<file path="config.mk">
export PLATFORM = sky130hd
export DESIGN_NAME = xbar_slave_arbiter
export DESIGN_NICKNAME = d
export VERILOG_FILES = /design/src/rtl/xbar_slave_arbiter.sv
export SDC_FILE = /design/constraint.sdc
export NUM_CORES = 1
export LEC_CHECK = 0
export CAP_MARGIN = 10
export CORE_AREA = 2 2 159 161
export DETAILED_ROUTE_END_ITERATION = 10
export DIE_AREA = 0 0 161 163
export PLACE_DENSITY = 0.64
export SLEW_MARGIN = 20
export SYNTH_ARGS = -nofsm -noshare
export SYNTH_HDL_FRONTEND = slang
export SYNTH_SLANG_ARGS = --single-unit
</file>
<file path="constraint.sdc">
create_clock -name iClk -period 2.5 [get_ports iClk]
set_clock_uncertainty 0.1 [all_clocks]
set_input_delay 0.25 -clock iClk [delete_from_list [all_inputs] [get_ports iClk]]
set_output_delay 0.25 -clock iClk [all_outputs]
set_load 0.005 [all_outputs]
</file>
<file path="src/rtl/xbar_slave_arbiter.sv">
// Slave-side arbitration stage of the 4-master crossbar: address filter, arbiter and req/ack relay.
// Define XBAR_RR_ARB_EN for round-robin arbitration; otherwise fixed priority (master 0 highest).
module xbar_slave_arbiter #(
    parameter logic [1:0]  SLAVE_ID = 2'b11,
    parameter int unsigned TIMEOUT  = 16
) (
    input  logic         iClk,
    input  logic         iRst_n,
    input  logic [3:0]   iReq,
    input  logic [127:0] iAddr,
    input  logic [127:0] iWdata,
    input  logic [3:0]   iWr,
    output logic [3:0]   oAck,
    output logic         oErr,
    output logic [31:0]  oRdata,
    output logic [3:0]   oGrant,
    output logic         oS_req,
    output logic [31:0]  oS_addr,
    output logic [31:0]  oS_wdata,
    output logic         oS_wr,
    input  logic         iS_ack,
    input  logic [31:0]  iS_rdata
);

    typedef enum logic [1:0] {
        ST_IDLE,
        ST_XFER,
        ST_RESP
    } state_t;

    localparam logic [7:0] LP_LAST = 8'(TIMEOUT - 1);

    state_t     r_state;
    logic [7:0] r_cnt;
    logic [3:0] w_valid;
    logic       w_any;
    logic       w_found;
    logic [1:0] w_win;
`ifdef XBAR_RR_ARB_EN
    logic [1:0] r_ptr;
    logic [1:0] r_gidx;
    logic [1:0] w_idx;
`endif

    always_comb begin
        w_valid = '0;
        for (int unsigned m = 0; m < 4; m++) begin
            w_valid[m] = iReq[m] && (iAddr[32*m+30 +: 2] == SLAVE_ID);
        end
    end

    assign w_any = |w_valid;

    // First valid master in search order wins; search starts at the pointer in round-robin mode.
    always_comb begin
        w_win   = '0;
        w_found = 1'b0;
`ifdef XBAR_RR_ARB_EN
        w_idx   = '0;
        for (int unsigned i = 0; i < 4; i++) begin
            w_idx = r_ptr + 2'(i);
            if (!w_found && w_valid[w_idx]) begin
                w_win   = w_idx;
                w_found = 1'b1;
            end
        end
`else
        for (int unsigned i = 0; i < 4; i++) begin
            if (!w_found && w_valid[i]) begin
                w_win   = 2'(i);
                w_found = 1'b1;
            end
        end
`endif
    end

    always_ff @(posedge iClk) begin
        if (!iRst_n) begin
            r_state  <= ST_IDLE;
            r_cnt    <= '0;
            oAck     <= '0;
            oErr     <= 1'b0;
            oRdata   <= '0;
            oGrant   <= '0;
            oS_req   <= 1'b0;
            oS_addr  <= '0;
            oS_wdata <= '0;
            oS_wr    <= 1'b0;
`ifdef XBAR_RR_ARB_EN
            r_ptr    <= '0;
            r_gidx   <= '0;
`endif
        end else begin
            case (r_state)
                ST_IDLE: begin
                    if (w_any) begin
                        oGrant   <= 4'b0001 << w_win;
                        oS_addr  <= iAddr[32*w_win +: 32];
                        oS_wdata <= iWdata[32*w_win +: 32];
                        oS_wr    <= iWr[w_win];
                        oS_req   <= 1'b1;
                        r_cnt    <= '0;
`ifdef XBAR_RR_ARB_EN
                        r_gidx   <= w_win;
`endif
                        r_state  <= ST_XFER;
                    end
                end
                ST_XFER: begin
                    // A slave ack in the final timeout cycle still completes normally.
                    if (iS_ack) begin
                        if (!oS_wr) begin
                            oRdata <= iS_rdata;
                        end
                        oErr    <= 1'b0;
                        oS_req  <= 1'b0;
                        oAck    <= oGrant;
                        r_state <= ST_RESP;
                    end else if (r_cnt == LP_LAST) begin
                        oErr    <= 1'b1;
                        oS_req  <= 1'b0;
                        oAck    <= oGrant;
                        r_state <= ST_RESP;
                    end else begin
                        r_cnt <= r_cnt + 8'd1;
                    end
                end
                ST_RESP: begin
                    oAck    <= '0;
                    oGrant  <= '0;
`ifdef XBAR_RR_ARB_EN
                    r_ptr   <= r_gidx + 2'd1;
`endif
                    r_state <= ST_IDLE;
                end
                default: begin
                    r_state <= ST_IDLE;
                end
            endcase
        end
    end

endmodule

</file>
==> results of run 1 <==
-- cells by family (layout without fill, tap and decap cells) --
kind of cell | count (synthesis) | in the layout | synth area share, %
buffers and inverters | 103 | 498 | 6.62
XOR/XNOR | 2 | 2 | 0.278
flip-flops | 117 | 117 | 37.1
AO/OA/AOI/OAI | 288 | 288 | 33.9
AND/OR/NAND/NOR | 297 | 297 | 21.8
adder cells (fa/ha/maj) | 1 | 1 | 0.198
multiplexers | 1 | 1 | 0.159
-- Yosys cell counts, drive strengths merged, types with 2 or more instances --
library cell	n	share of area [%]
a211oi	17	2.1
a21boi	40	4.8
a21o	2	0.36
a21oi	54	4.3
a221oi	15	2.1
a32o	14	2.2
and3	23	2.3
buf	21	1.7
clkbuf	66	3.9
dfxtp	117	37
inv	16	0.95
nand2	89	5.3
nand3	45	3.6
nand4	3	0.30
nor2	61	3.6
nor3	49	3.9
o211ai	4	0.48
o21a	4	0.48
o21ai	50	4.0
o221a	34	6.1
o31ai	36	4.3
o32ai	15	2.1
or3	15	1.5
or4	3	0.36
-- flip-flops by register name, summed over array words and instances (netlist names), 2 cells and up --
| name | count |
|---|---|
| r_state | 2 |
| oRdata | 32 |
| oS_addr | 32 |
| oAck | 4 |
| oGrant | 4 |
| oS_wdata | 32 |
| r_cnt | 8 |
-- worst max-delay path: cells and delay by family (launching register included) --
| family | cells | cell delay (ps) |
|---|---|---|
| fa+ha+maj | 1 | 210 |
| compound gates | 2 | 430 |
| flops | 1 | 330 |
| simple gates | 2 | 760 |
-- path summary, 6_finish.rpt --
| check | to | slack, ps | cells past startpoint |
|---|---|---|---|
| setup / recovery | r_cnt[7]$_SDFFE_PN0P_ | 590 | 5 |
| hold / removal | oRdata[5]$_SDFFE_PN0P_ | 290 | 3 |
| setup reg to reg | r_cnt[7]$_SDFFE_PN0P_ | 590 | 5 |
| hold reg to reg | oS_addr[14]$_SDFFE_PN0P_ | 360 | 2 |
-- layer usage --
layer	vias up	wire [µm]	GRT usage (%)	share of wire [%]
li1	3769	-	-	-
met1	3635	12600	27.2	41
met2	395	14200	37.5	46
met3	49	2970	7.41	9.7
met4	0	952	8.56	3.1
met5	-	0	0	0
-- final cells by class --
| type | instances | area [µm²] |
|---|---|---|
| Multi-Input combinational cell | 589 | 3600 |
| Clock inverter | 15 | 201 |
| Fill cell | 2402 | 13100 |
| Tap cell | 330 | 413 |
| Inverter | 16 | 60.1 |
| Sequential cell | 117 | 2340 |
| Clock buffer | 17 | 425 |
| Timing Repair Buffer | 450 | 4490 |
-- per-stage QoR --
step / power, mW / instance area (µm²) / hold slack, ps
2_1_floorplan: 2.69 / 6310 / 295
6_report: 6.36 / 11500 / 286
3_5_place_dp: 3.72 / 10900 / 349
3_3_place_gp: 3.72 / 10900 / 341
5_1_grt: 6.64 / 11500 / 280
4_1_cts: 6.45 / 11500 / 264
-- power breakdown --
| group | total, mW | switching, mW | internal (mW) |
|---|---|---|---|
| Sequential | 2.10 | 0.0941 | 2.01 |
| Clock | 2.67 | 1.06 | 1.62 |
| Combinational | 1.58 | 0.631 | 0.953 |
| Total | 6.36 | 1.78 | 4.58 |
==> flow_summary.ini, run 1 <==
[worst_setup_path]
critPathKind = register to register
startpoint = r_cnt[0]$_SDFFE_PN0P_
required_ps = 2730
path_max_fanout = 10
cp-start-kind = register
arrival_ps = 2140
reg2reg_from = r_cnt[0]$_SDFFE_PN0P_
max_stage_delay_ps = 500
slowest_stage = or4_1
end_kind = register
crit_chain = ha_1 -> and3_1 -> a21o_4 -> or4_1 -> a21oi_1

[clock_network]
cts_setup_buffers = 0
clockRootBuffer = clkbuf_16
cts_tree = done
cts_max_path_buffers = 2
holdBufCountCts = 0
htree_levels = 4
clk_latency_ps = 410
cts-buffers-inserted = 17
clk_pin_slew_worst_paths_ps = 70
cts.sinks = 117
ctsResizeCount = 0

[sta]
fin_crit_ps = 1910
timing.final.crit_share_pct = 76.4
clock.fmax_mhz = 524
final_hold_viol_count = 0
rsz0062_at_grt = false
slew_viol_final = 0
worst_pin_slew_ps = 638
setup_viol = 0
slew_headroom_pct = 57.5
finalWorstSetupSlack_ps = 591
final.setup.tns_ps = 0

[global_routing]
grt_pass1_wl_mm = 45.9
grt_pass1_vias = 7966
grt_usage_pct = 22.6
grt_max_degree = 56
antenna_found_initial = 0
grt.overflow.total = 0

[die]
core_um2 = 24700
die_y_um = 163
ioPinCount = 406
die_area_um2 = 26200
initial_core_util_pct = 25.6
rows = 58
die_w_um = 161

[synthesis]
ys_seq_area_share_pct = 37.1
yosysUniqueCellTypes = 44
yosysWarnings = 0
synthArstFlopShare_pct = 0
synth_ff_type = dfxtp_1
synth_edf_count = 0
syn_inst = 809
ys_ff_latch = 117
syn-cell-area_um2 = 6310
synth_area_per_cell_um2 = 7.80
syn-num-nets = 1109

[power_and_ir_drop]
peakVddDrop_mv = 0.351
power.leakage_nw = 4.15
powerDensity_nw_per_um2 = 552

[place]
hpwl_mm = 22.8
io_buffers = 405
place.gp.congestion = 0.873
place_inst = 1502
pre_cts_slack_ps = 169

[drt]
wl_mm = 30.7
dr.pass1.iters = 5
num_vias = 7848
route.detailed.wl_per_inst_um = 20.0
drtIter0Drc = 513
remaining_drc_errors = 0
ant_nets = 0
via_per_inst = 5.12

[finish]
final_common_cell = clkdlybuf4s50_1
final_cell_mix = 404 x clkdlybuf4s50_1, 117 x dfxtp_1, 88 x nand2_1
finalNonFillerCells = 1534
utilization_pct = 46.7
nets = 1491
antenna_cells = 0
syn_to_final_growth_pct = 82.7
drive_gt1_share_pct = 10.6

[min_path]
hold_path_class = input port to register
min-delay-start = iS_rdata[5]

[flow_run]
drv_cap = 0

[status]
status = finished clean
No activity file was read; power rests on OpenSTA's default activity.
==> run 2, diff against run 1 <==
==> constraint.sdc (replaced) <==
create_clock -name iClk -period 1.88 [get_ports iClk]
set_clock_uncertainty 0.1 [all_clocks]
set_input_delay 0.188 -clock iClk [delete_from_list [all_inputs] [get_ports iClk]]
set_output_delay 0.188 -clock iClk [all_outputs]
set_load 0.005 [all_outputs]
==> run 2 against run 1 <==
Via count increased by 2.2%. Register-to-register slack worse by 500 ps. Sequential power up 33%. Clock power rose by 25%. Global-route usage is 0.30 points higher. Hold slack got worse by 62 ps. Sequential share of layout area decreased by 0.57 points. Highest routed layer is now met5. Combinational power up 40%. Wire length up 0.63%. Flip-flop and latch count unchanged.
==> flow_summary.ini, run 2 (same netlist as run 1, synthesis figures left out) <==
[worst_setup_path]
reg2reg_slack_ps = 90
cp-start-kind = input port
startpoint = iAddr[30]
arrival_ps = 2060
rr_worst_depth = 5
cp-endpoint = oS_wdata[29]$_SDFFE_PN0P_
path_max_fanout = 25
end_kind = register
critPathKind = input port to register
reg2reg_from = r_cnt[0]$_SDFFE_PN0P_
r2r-end = r_cnt[5]$_SDFFE_PN0P_
required_ps = 2140

[die]
initial_core_util_pct = 25.6
ioPinCount = 406
core_um2 = 24700
die_area_um2 = 26200
die_w_um = 161
rows = 58
die_y_um = 163

[clock_network]
htree_levels = 4
clk_pin_slew_worst_paths_ps = 70
cts_setup_buffers = 0
cts_max_path_buffers = 2
cts.sinks = 117
clk_latency_ps = 410
cts_tree = done
clockRootBuffer = clkbuf_16
cts-buffers-inserted = 17

[sta]
final_hold_viol_count = 0
fin_crit_ps = 1800
rsz0062_at_grt = false
final.setup.tns_ps = 0
slew_headroom_pct = 70.1
worst_pin_slew_ps = 448
finalWorstSetupSlack_ps = 80.6
clock.fmax_mhz = 556
timing.final.crit_share_pct = 95.7
setup_viol = 0
slew_viol_final = 0

[global_routing]
grt_usage_pct = 22.9
grt_max_degree = 46
grt_pass1_wl_mm = 46.1
antenna_found_initial = 2
grt.overflow.total = 0
grt_pass1_vias = 8076

[drt]
drtIter0Drc = 518
dr.pass1.iters = 5
route.detailed.wl_per_inst_um = 19.7
wl_mm = 30.9
remaining_drc_errors = 0
via_per_inst = 5.10
num_vias = 8018
ant_nets = 0

[place]
io_buffers = 405
place_area_um2 = 11300
place.gp.congestion = 0.851
pre_cts_slack_ps = -345
hpwl_mm = 23.6

[flow_run]
drv_cap = 0

[min_path]
min-delay-start = iS_rdata[18]
min_delay_path_depth = 3
hold_path_class = input port to register

[finish]
final_common_cell = clkdlybuf4s50_1
utilization_pct = 48.1
drive_gt1_share_pct = 13.4
design_area_um2 = 11900
syn_to_final_growth_pct = 87.9
top_regs = oRdata (32), oS_addr (32), oS_wdata (32)
antenna_cells = 0
final_cell_mix = 404 x clkdlybuf4s50_1, 117 x dfxtp_1, 88 x nand2_1
nets = 1528

[power_and_ir_drop]
peakVddDrop_mv = 0.514
power.leakage_nw = 4.34
powerDensity_nw_per_um2 = 703

[status]
status = finished clean
## run 2: cell types whose count changed in the layout (fill, tap and decap cells not counted), sizes merged
| cell | change |
|---|---|
| clkbuf | +2 |
| buf | +37 |
| clkinvlp | +1 |
| bufinv | -1 |
| clkinv | +5 |
| inv | -7 |
## run 2: layout make-up
cell class | instances | area (µm²)
repair buffers | 487 | 4840
flip-flops and latches | 117 | 2340
clock buffers | 19 | 453
inverters | 16 | 60.1
clock inverters | 13 | 146
fillers | 2370 | 12800
multi-input cells | 589 | 3610
well taps | 330 | 413
## run 2: worst max-delay path, stage by stage
cell and delay, ps:
clkdlybuf4s50_1 490, and3_2 320, buf_6 250, buf_4 200
o21ai_0 100, a21oi_1 260, o221a_2 230
## run 2: metal layers
layer	track usage (%)	wire, µm
met4	8.04	867
met5	0	27
met1	27.1	12500
met2	38.5	14500
met3	8.02	2980
## run 2: worst min path at each step
stage                               end
5_1_grt         oRdata[21]$_SDFFE_PN0P_
3_5_place_dp   oS_addr[25]$_SDFFE_PN0P_
6_report        oRdata[18]$_SDFFE_PN0P_
4_1_cts         oRdata[18]$_SDFFE_PN0P_
2_1_floorplan   oRdata[24]$_SDFFE_PN0P_
3_3_place_gp   oS_addr[12]$_SDFFE_PN0P_
## run 2: repair_timing
| action | CTS | global route |
|---|---|---|
| resized for setup | 0 | 2 |
| hold endpoints to repair | 0 | 0 |
| setup endpoints to repair | 0 | 4 |
| hold buffers | 0 | 0 |
## run 2: power by group
group | internal [mW] | total [mW] | switching (mW) | leakage, nW
combinational | 1.34 | 2.21 | 0.864 | 3.10
clock | 2.04 | 3.34 | 1.30 | 0.290
sequential | 2.67 | 2.80 | 0.122 | 0.957
total | 6.05 | 8.34 | 2.28 | 4.34
## run 2: per-stage QoR
stage | total power, mW | cells | hold WS, ps
after detailed placement | 5.05 | 1539 | 350
after floorplan | 3.58 | 809 | 233
after global routing | 8.72 | 1571 | 220
after CTS | 8.45 | 1571 | 202
after global placement | 5.04 | 1539 | 342
final | 8.34 | 1571 | 224
